File: src/rtl/div_unit.sv
// Iterative RV32M divider (DIV/DIVU/REM/REMU) for the EX stage.
// Restoring algorithm, one quotient bit per cycle; raises busy as a stall request while working.
module div_unit #(
    parameter int XLEN = 32
) (
    input  logic            clk,
    input  logic            rst,
    input  logic            start,
    input  logic [1:0]      op,
    input  logic [XLEN-1:0] src_a,
    input  logic [XLEN-1:0] src_b,
    input  logic            flush,
    output logic            busy,
    output logic            valid,
    output logic [XLEN-1:0] result
);

    localparam int CW = (XLEN > 1) ? $clog2(XLEN) : 1;

    typedef enum logic [1:0] {
        IDLE = 2'd0,
        CALC = 2'd1,
        DONE = 2'd2
    } state_t;

    state_t state, state_next;

    logic [CW-1:0]   count;
    logic [1:0]      op_q;
    logic [XLEN-1:0] rem;
    logic [XLEN-1:0] quo;
    logic [XLEN-1:0] dvs;
    logic            q_sign;
    logic            r_sign;

    // Decode of the incoming op at accept time
    logic            in_signed;
    logic            in_is_rem;
    logic            b_zero;
    logic            overflow;
    logic            special;
    logic [XLEN-1:0] special_val;
    logic [XLEN-1:0] mag_a;
    logic [XLEN-1:0] mag_b;
    logic            accept;

    // One restoring step
    logic [XLEN:0]   shifted;
    logic [XLEN:0]   trial;
    logic [XLEN-1:0] rem_step;
    logic [XLEN-1:0] quo_step;
    logic [XLEN-1:0] final_val;

    always_comb begin
        in_signed   = ~op[0];
        in_is_rem   = op[1];
        b_zero      = (src_b == '0);
        overflow    = in_signed && (src_a == {1'b1, {(XLEN-1){1'b0}}}) && (src_b == '1);
        special     = b_zero || overflow;
        // Overflow DIV returns the dividend itself (most negative value)
        if (b_zero)
            special_val = in_is_rem ? src_a : '1;
        else
            special_val = in_is_rem ? '0 : src_a;
        mag_a  = (in_signed && src_a[XLEN-1]) ? -src_a : src_a;
        mag_b  = (in_signed && src_b[XLEN-1]) ? -src_b : src_b;
        accept = (state == IDLE) && start && !flush;
    end

    always_comb begin
        shifted = {rem, quo[XLEN-1]};
        trial   = shifted - {1'b0, dvs};
        if (!trial[XLEN]) begin
            rem_step = trial[XLEN-1:0];
            quo_step = {quo[XLEN-2:0], 1'b1};
        end else begin
            rem_step = shifted[XLEN-1:0];
            quo_step = {quo[XLEN-2:0], 1'b0};
        end
        if (op_q[1])
            final_val = (!op_q[0] && r_sign) ? -rem_step : rem_step;
        else
            final_val = (!op_q[0] && q_sign) ? -quo_step : quo_step;
    end

    always_ff @(posedge clk or posedge rst) begin
        if (rst)
            state <= IDLE;
        else
            state <= state_next;
    end

    always_comb begin
        state_next = state;
        if (flush) begin
            state_next = IDLE;
        end else begin
            case (state)
                IDLE: if (start) state_next = special ? DONE : CALC;
                CALC: if (count == '0) state_next = DONE;
                DONE: state_next = IDLE;
                default: state_next = IDLE;
            endcase
        end
    end

    always_comb begin
        busy = !flush && (((state == IDLE) && start) || (state == CALC));
    end

    always_ff @(posedge clk or posedge rst) begin
        if (rst) begin
            count  <= '0;
            op_q   <= '0;
            rem    <= '0;
            quo    <= '0;
            dvs    <= '0;
            q_sign <= 1'b0;
            r_sign <= 1'b0;
            valid  <= 1'b0;
            result <= '0;
        end else begin
            valid <= (state_next == DONE);
            if (accept) begin
                op_q   <= op;
                q_sign <= src_a[XLEN-1] ^ src_b[XLEN-1];
                r_sign <= src_a[XLEN-1];
                rem    <= '0;
                quo    <= mag_a;
                dvs    <= mag_b;
                count  <= CW'(XLEN - 1);
                if (special)
                    result <= special_val;
            end else if (state == CALC && !flush) begin
                rem <= rem_step;
                quo <= quo_step;
                if (count == '0)
                    result <= final_val;
                else
                    count <= count - 1'b1;
            end
        end
    end

endmodule

File: config.mk
export PLATFORM = sky130hd
export DESIGN_NAME = div_unit
export DESIGN_NICKNAME = d
export VERILOG_FILES = /design/src/rtl/div_unit.sv
export SDC_FILE = /design/constraint.sdc
export NUM_CORES = 1
export LEC_CHECK = 0
export CORE_AREA = 5 5 190 192
export CTS_BUF_LIST = sky130_fd_sc_hd__clkbuf_16
export DETAILED_ROUTE_END_ITERATION = 16
export DIE_AREA = 0 0 195 197
export SETUP_SLACK_MARGIN = 0.05
export SLEW_MARGIN = 20
export SYNTH_ARGS = -nofsm -noshare
export SYNTH_HDL_FRONTEND = slang
export SYNTH_SLANG_ARGS = --single-unit
File: constraint.sdc
create_clock -name clk -period 13 [get_ports clk]
set_input_delay 1.95 -clock clk [delete_from_list [all_inputs] [get_ports clk]]
set_output_delay 1.95 -clock clk [all_outputs]
set_load 0.02 [all_outputs]
==> results of run 1 <==
==> final timing paths <==
check / from / to / cells after the start
setup / recovery: src_a[0] / result[10] / 13
hold / removal: state[1] / state[0] / 1
setup reg to reg: quo[31] / result[20] / 20
hold reg to reg: state[1] / state[0] / 1
max in group asynchronous: rst / dvs[23] / 3
min in group asynchronous: rst / count[0] / 2
==> final cells by class <==
type | count | area [µm²] | share of cell area
Multi-Input combinational cell | 1242 | 7630 | 0.557
Sequential cell | 140 | 3500 | 0.256
Timing Repair Buffer | 117 | 1140 | 0.0830
Tap cell | 455 | 569 | 0.0416
Clock buffer | 17 | 425 | 0.0311
Inverter | 65 | 251 | 0.0184
Clock inverter | 15 | 169 | 0.0123
==> power by group <==
| group | total [W] | internal (W) | switching, W |
|---|---|---|---|
| Clock | 0.000511 | 0.000301 | 0.000210 |
| Combinational | 0.00228 | 0.000858 | 0.00142 |
| Sequential | 0.000767 | 0.000584 | 0.000182 |
==> worst register-to-register path, delay by kind of cell (launching register included) <==
kind                     cells  cell delay [ns]
AND/OR/NAND/NOR              4             1.03
buffers and inverters        3             0.52
XOR/XNOR                     1             0.09
flip-flops                   1             0.39
AO/OA/AOI/OAI                9             2.54
adder cells (fa/ha/maj)      3             0.97
==> layer usage <==
layer / share of wire / wire (µm) / GRT usage / up-vias
met4: 0.022 / 864 / 0.0548 / 2
li1: - / - / - / 5590
met5: 0.00033 / 13 / 0 / -
met2: 0.46 / 18300 / 0.327 / 358
met3: 0.056 / 2250 / 0.0376 / 57
met1: 0.46 / 18400 / 0.286 / 5542
==> Yosys cell counts (5+ instances only) <==
cell      count  area (µm²)
a21oi_1     135         676
nor2_1      142         533
o31a_1        5        43.8
clkbuf_1     60         225
a21o_1       10        75.1
o221ai_1      6        52.6
nor2b_1      11        68.8
buf_2        19        95.1
nand2b_1     16         100
xnor2_1      69         604
nor4_1        8        50.1
dfrtp_1     140        3500
or3_1        27         169
o211ai_1     19         143
or4_1         8        60.1
a21boi_0      6        45.0
buf_1        11        41.3
and3_1       11        68.8
ha_1         39         488
a211oi_1     19         143
o21ai_0     165         826
inv_1        64         240
nor3_1       43         215
nand3_1      18        90.1
mux2i_1      25         250
maj3_1       25         250
o22ai_1      10        62.6
o41ai_1      10        87.6
a31oi_1      26         163
nand2_1     201         754
xor2_1       67         587
nand4_1      21         131
o21ai_1       8        40.0
o31ai_1      20         150
==> cell families after synthesis <==
kind of cell | count (synthesis) | synth area share
flops | 140 | 0.299
simple gates | 529 | 0.209
buf+inv | 158 | 0.0541
mux | 29 | 0.0252
compound gates | 483 | 0.247
fa+ha+maj | 65 | 0.0647
xor+xnor | 136 | 0.102
==> stage by stage <==
stage                      util  instance area, µm²  hold slack (ns)
after global placement    0.383               13100            0.417
after detailed placement  0.383               13100            0.419
after global routing      0.400               13700            0.476
after CTS                 0.400               13700            0.427
final                     0.400               13700            0.431
after floorplan               -               11700            0.409
==> flip-flops by register name, summed over array words and instances (netlist names), 2 cells and up <==
name,cells
dvs,32
quo,32
rem,32
result,32
count,5
op_q,2
state,2
==> run metrics, run 1 <==
Die H=197 µm; syn nets=1,650; status=completed; Slowest cell on crit path=a211oi_4; CP cell instances=clkdlybuf4s50_1, inv_1, ha_1, nand3b_1, or3_1, nand2b_1, or3_1, or3b_1, nor3_1, a31oi_1, a211oi_4, buf_4, mux2_2; vias per cell=5.63; Remaining DRCs=0; max-slew violation count=0; row count=68; sequential element share of the synthesized area=0.299; Clock Skew=0.0144 ns; Setup crit end kind=register; Detailed Routing Iterations Pass 1=5; io pins=104; number of diodes=0; overflow left after global routing=0; clock-pin slew on the worst setup and hold paths=0.06 ns; initial antenna violation count=1; cts hold-fix bufs=0; area of the mapped netlist=0.0117 mm²; crit-path max cell delay=1.00 ns; MaxCap Viol Count=0; flops & latches, synth=140; Sink Count=140; die width=195 µm; WP buf/inv=3; Worst slew margin=0.270; Routed wire per std cell=19.4 µm; PostCTS Resize Cnt=0; Clock Latency Late Sink=0.44 ns; Setup Viol. Count Final=0; Area growth, synth to finish=16.7%; TritonCTS clock tree=done; unrepaired setup endpoints after global routing=false; CP Class=input port to register; H-tree Lvls=4; final setup TNS=0 ns; Synth Instances=1,540; RD Place Congestion=0.914; Startpoint Class=input port; Async SR Flop Fraction=1.00; core footprint=0.0342 mm²; largest net degree at the start of global routing=90; Total Power=0.00356 W; # Post-CTS Setup Buffers=0; Worst-Margin Slew=1.09 ns; synth unique cells=74; critical path required time=13.32 ns; share of layout cells above drive strength 1=0.0407; root buffer cell=clkbuf_16; LEAKAGE=5.47 nW; Port Buffer Count=103; commonest non-fill, non-tap cell in the layout=nand2_1; crit share post-route=0.503; FMAX=0.153 GHz; Top FF cell, synth=dfrtp_1; initial DRC count=1,006; Initial Util=0.343; setup ws final=6.46 ns; dpl ws=6.12 ns; worst-path maximum fanout=39; Placed Instances=2,019; Layout fillers=3,584; Layout Cells excl Fill=2,051; detailed-route wire length=39,900 µm; maximum VDD drop=190 µV; HPWL Detailed=30,600 µm; WP data arrival=6.86 ns; power per cell area=260 mW/mm²; routed vias=11.5k; minimum clock period=6.54 ns; first-pass GRT wire length=63,300 µm; CTS buffer count=17; DRT antenna net count=0; endpoints failing hold=0; vias in the first global route=11.2k; CP most frequent cell=or3_1; number of enable flip-flop cells after synthesis=0; reg2reg setup slack=7.32 ns; commonest cells after routing, fill and taps aside=201 x nand2_1, 165 x o21ai_0, 142 x nor2_1; Yosys warnings=0; GRT Util Overall=0.205; Nets=1,693; Hold Crit Class=register to register; DIE AREA=0.0384 mm²; Clock Path Buffers=2; Top delay family on crit path=simple AND/OR/NAND/NOR gates; Avg Cell Area, Syn=7.61 µm²
Power figures use the tool's default switching activity.
==> run 2: changes to the inputs <==
- clock period: 13 -> 5.81 ns (I/O delays scaled with it)
==> run 2 against run 1 <==
  * Clock power grew 120%
  * Setup slack got worse by 5.6 ns
  * Wire length grew 1.8%
  * Combinational power is 130% higher
  * Utilization is 0.12 points higher
  * Sequential power grew 120%
  * Final cell count rose by 0.39%
  * Count of clock-buffer cells in the layout did not move
  * Global-route usage rose by 0.29 points
  * Final area is 0.29% higher
  * Hold slack better by 0.0041 ns
  * Critical path type unchanged
  * Critical endpoint is now result[6]
==> run metrics, run 2 (synthesized netlist as in run 1, its figures left out) <==
CTS buffer count=17; WP data arrival=5.33 ns; Remaining DRCs=0; row count=68; status=completed; Top delay family on crit path=simple AND/OR/NAND/NOR gates; RD Place Congestion=0.915; Die H=197 µm; routed vias=11.7k; Hold Crit Class=register to register; Layout fillers=3,552; worst-path maximum fanout=37; minimum clock period=4.97 ns; die width=195 µm; Reg area=0.00350 mm²; critical path required time=6.17 ns; Detailed Routing Iterations Pass 1=6; io pins=104; Clock Path Buffers=2; Sink Count=140; Setup crit end kind=register; Total Power=0.00802 W; Setup Viol. Count Final=0; Crit. path cell count=15; Startpoint Class=input port; GR Util met3=0.0274; final setup TNS=0 ns; Nets=1,701; core footprint=0.0342 mm²; cts hold-fix bufs=0; largest net degree at the start of global routing=82; layer with the highest usage=met2; Worst slew margin=0.255; PostCTS Resize Cnt=0; vias in the first global route=11.4k; fin area=0.0137 mm²; Clock Latency Late Sink=0.44 ns; H-tree Lvls=4; power per cell area=585 mW/mm²; maximum VDD drop=288 µV; detailed-route wire length=40,600 µm; TritonCTS clock tree=done; number of diodes=0; Port Buffer Count=103; worst reg2reg path depth=20; Area growth, synth to finish=17.0%; commonest cells after routing, fill and taps aside=201 x nand2_1, 165 x o21ai_0, 142 x nor2_1; # Post-CTS Setup Buffers=0; area of the multi-input gates=0.00763 mm²; initial DRC count=1,047; crit-path max cell delay=0.53 ns; max-slew violation count=0; crit share post-route=0.855; commonest non-fill, non-tap cell in the layout=nand2_1; HPWL Detailed=31,100 µm; root buffer cell=clkbuf_16; hold depth=1; CP cell instances=clkdlybuf4s50_1, inv_1, ha_1, nand3b_1, or3_1, nand2b_1, or3_1, or3b_1, nor3_1, a31oi_1, a211oi_4, buf_4, buf_4, nor2_1, a21oi_1; FMAX=0.201 GHz; clock-pin slew on the worst setup and hold paths=0.07 ns; DRT antenna net count=0; initial antenna violation count=0; LEAKAGE=5.50 nW; hold slack=0.435 ns; overflow left after global routing=0; first-pass GRT wire length=64,400 µm; vias per cell=5.69; Worst-Margin Slew=1.11 ns; Initial Util=0.343; Clock Skew=0.0110 ns; WP buf/inv=4; MaxCap Viol Count=0; endpoints failing hold=0; grt met1 use=0.293; GRT Util Overall=0.208; met2 Use GR=0.334; share of layout cells above drive strength 1=0.0455; DP Area=0.0131 mm²; setup ws final=0.842 ns; CP Class=input port to register; unrepaired setup endpoints after global routing=false; dpl ws=0.480 ns; Slowest cell on crit path=clkdlybuf4s50_1; Routed wire per std cell=19.7 µm; DIE AREA=0.0384 mm²
[run 2: cell count changes in the layout (fill, tap and decap cells not counted), sizes merged]
| cell | previous run | this run |
|---|---|---|
| bufinv | 3 | 2 |
| clkinvlp | 4 | 3 |
| clkinv | 4 | 6 |
| buf | 14 | 22 |
[run 2: final timing paths]
path                       startpoint    endpoint  slack (ns)
max reg2reg                   quo[31]  result[22]        0.97
max in group asynchronous         rst     rem[24]        3.85
min                          state[1]    state[0]        0.43
min reg2reg                  state[1]    state[0]        0.43
max                          src_a[0]   result[6]        0.84
min in group asynchronous         rst   result[5]        0.94
[run 2: final cells by class]
cell class                      count  area share
Multi-Input combinational cell   1242       0.556
Sequential cell                   140       0.255
Timing Repair Buffer              125      0.0872
Tap cell                          455      0.0415
Clock buffer                       17      0.0310
Inverter                           65      0.0183
Clock inverter                     15      0.0109
[run 2: worst reg2reg max path: stages (launching register included)]
cell	delay (ns)
dfrtp_1	0.38
inv_1	0.09
ha_1	0.22
fa_1	0.40
nand2b_1	0.20
a211oi_2	0.22
o2111ai_1	0.28
a21oi_1	0.22
o211a_2	0.35
inv_4	0.18
nand2_1	0.11
o21ai_0	0.11
inv_1	0.10
ha_1	0.30
nand2_1	0.15
nor4b_1	0.42
o22ai_1	0.22
o21ai_0	0.27
xnor2_1	0.15
a21oi_1	0.08
mux2_2	0.29
[run 2: stage by stage]
stage / instances / utilization
after floorplan: 1540 / -
after global placement: 2027 / 0.384
after detailed placement: 2027 / 0.384
after CTS: 2059 / 0.401
after global routing: 2059 / 0.401
final: 2059 / 0.401
[run 2: metal layers]
layer  vias up  part of all wire
met1      5659              0.46
li1       5609                 -
met4         0             0.024
met5         -                 0
met2       390              0.46
met3        57             0.052
[run 2: power by group]
| group | total [W] | switching [W] | leakage [nW] | internal, W |
|---|---|---|---|---|
| sequential | 0.00172 | 0.000417 | 1.76 | 0.00131 |
| clock | 0.00112 | 0.000489 | 0.282 | 0.000631 |
| combinational | 0.00518 | 0.00323 | 3.46 | 0.00195 |
==> run 3: changes to the inputs <==
- CORE_AREA: 5 5 190 192 -> 5 5 168 251
- DIE_AREA: 0 0 195 197 -> 0 0 173 256
==> run 3 against run 2 <==
  * Final cell count rose by 2.4%
  * Die area is 15% higher
  * Sequential power barely moved
  * Register-to-register slack about the same
  * Sequential share of layout area hardly changed
  * Critical path depth unchanged
  * Setup slack got worse by 0.036 ns
  * Hold slack better by 0.0038 ns
  * Total power decreased by 2.3%
  * Utilization fell by 5.7 points
  * Combinational power down 1%
  * Wire length grew 0.79%
==> run metrics, run 3 (synthesized netlist as in run 1, its figures left out) <==
status=completed; endpoints failing hold=0; clock-pin slew on the worst setup and hold paths=0.06 ns; commonest non-fill, non-tap cell in the layout=nand2_1; TritonCTS clock tree=done; Routed wire per std cell=19.4 µm; critical path required time=6.17 ns; share of layout cells above drive strength 1=0.0424; Sink Count=140; Clock Path Buffers=2; hold slack=0.439 ns; DRT antenna net count=0; max-slew violation count=0; Clock Skew=0.00798 ns; Port Buffer Count=103; Setup crit start=src_a[0]; Area growth, synth to finish=17.1%; initial antenna violation count=0; Worst slew margin=0.316; Die H=256 µm; first-pass GRT wire length=64,400 µm; Placed Instances=2,078; CP Class=input port to register; Worst-Margin Slew=1.02 ns; vias per cell=5.45; CTS buffer count=17; Nets=1,701; reg2reg setup slack=0.97 ns; detailed-route wire length=40,900 µm; Detailed Routing Iterations Pass 1=5; Layout Cells excl Fill=2,109; vias in the first global route=11.4k; maximum VDD drop=308 µV; PostCTS Resize Cnt=0; LEAKAGE=5.49 nW; RR Startpoint=dvs[0]; unrepaired setup endpoints after global routing=false; final setup TNS=0 ns; minimum clock period=5.00 ns; HPWL Detailed=32,300 µm; worst-path maximum fanout=32; r2r endpoint=result[22]; Total Power=0.00784 W; Remaining DRCs=0; crit-path max cell delay=0.52 ns; die width=173 µm; routed vias=11.5k; # Post-CTS Setup Buffers=0; io pins=104; Critical path destination=result[4]; DIE AREA=0.0443 mm²; Setup crit end kind=register; cts hold-fix bufs=0; row count=90; largest net degree at the start of global routing=87; FMAX=0.200 GHz; Setup Viol. Count Final=0; Startpoint Class=input port; worst reg2reg path depth=18; Hold Crit Class=register to register; WP data arrival=5.36 ns; number of diodes=0; Initial Util=0.294; CP cell instances=clkdlybuf4s50_1, inv_1, ha_1, nand3b_1, or3_1, nand2b_1, or3_1, or3b_1, nor3_1, a31oi_1, a211oi_4, buf_4, buf_4, nor2_1, a31oi_1; RD Place Congestion=0.909; crit share post-route=0.861; Slowest cell on crit path=clkdlybuf4s50_1; power per cell area=571 mW/mm²; overflow left after global routing=0; commonest cells after routing, fill and taps aside=201 x nand2_1, 165 x o21ai_0, 142 x nor2_1; Clock Latency Late Sink=0.44 ns; MaxCap Viol Count=0; initial DRC count=749; core footprint=0.0399 mm²; GRT Util Overall=0.182; root buffer cell=clkbuf_16; H-tree Lvls=4
-- run 3: cell types whose count changed in the layout (fill, tap and decap cells not counted) --
cell	before	now
bufinv_16	2	1
clkinv_4	2	0
clkinvlp_4	3	2
inv_1	64	68
clkinv_2	3	5
inv_6	4	1
-- run 3: area by class of cell --
class / instances / area [µm²]
Fill cell: 4248 / 26100
Clock inverter: 14 / 92.6
Multi-Input combinational cell: 1242 / 7630
Sequential cell: 140 / 3500
Timing Repair Buffer: 125 / 1200
Clock buffer: 17 / 425
Inverter: 65 / 251
Tap cell: 506 / 633
-- run 3: worst min path at each step --
| stage | start | end | slack, ns | cells after the start |
|---|---|---|---|---|
| 2_1_floorplan | state[1] | state[0] | 0.41 | 1 |
| 4_1_cts | state[1] | state[0] | 0.44 | 1 |
| 5_1_grt | state[1] | state[0] | 0.45 | 1 |
| 3_3_place_gp | state[1] | state[0] | 0.42 | 1 |
| 6_report | state[1] | state[0] | 0.44 | 1 |
| 3_5_place_dp | state[1] | state[0] | 0.43 | 1 |
-- run 3: stage by stage --
stage          area (µm²)   util  worst slack, ns
3_5_place_dp        13200  0.331            0.389
3_3_place_gp        13200  0.331            0.557
2_1_floorplan       11700      -             1.01
6_report            13700  0.344            0.806
4_1_cts             13700  0.344            0.866
5_1_grt             13700  0.344            0.536
-- run 3: critical path, delay by kind of cell --
family                   cells  cell delay, ns
adder cells (fa/ha/maj)      1            0.19
AO/OA/AOI/OAI                3            0.82
buffers and inverters        4            1.34
AND/OR/NAND/NOR              7            2.08
-- run 3: report_power, final --
group | internal, W | total (W) | switching [W] | leakage, nW
Sequential | 0.00131 | 0.00173 | 0.000421 | 1.76
Clock | 0.000570 | 0.000998 | 0.000428 | 0.272
Combinational | 0.00195 | 0.00511 | 0.00316 | 3.46
Total | 0.00383 | 0.00784 | 0.00401 | 5.49
-- run 3: per-layer routing --
layer  up-vias  share of wire  global-route usage
li1       5604              -                   -
met4         0          0.060               0.110
met2       275           0.53               0.334
met3        75          0.031              0.0223
met5         -              0                   0
met1      5546           0.38               0.198
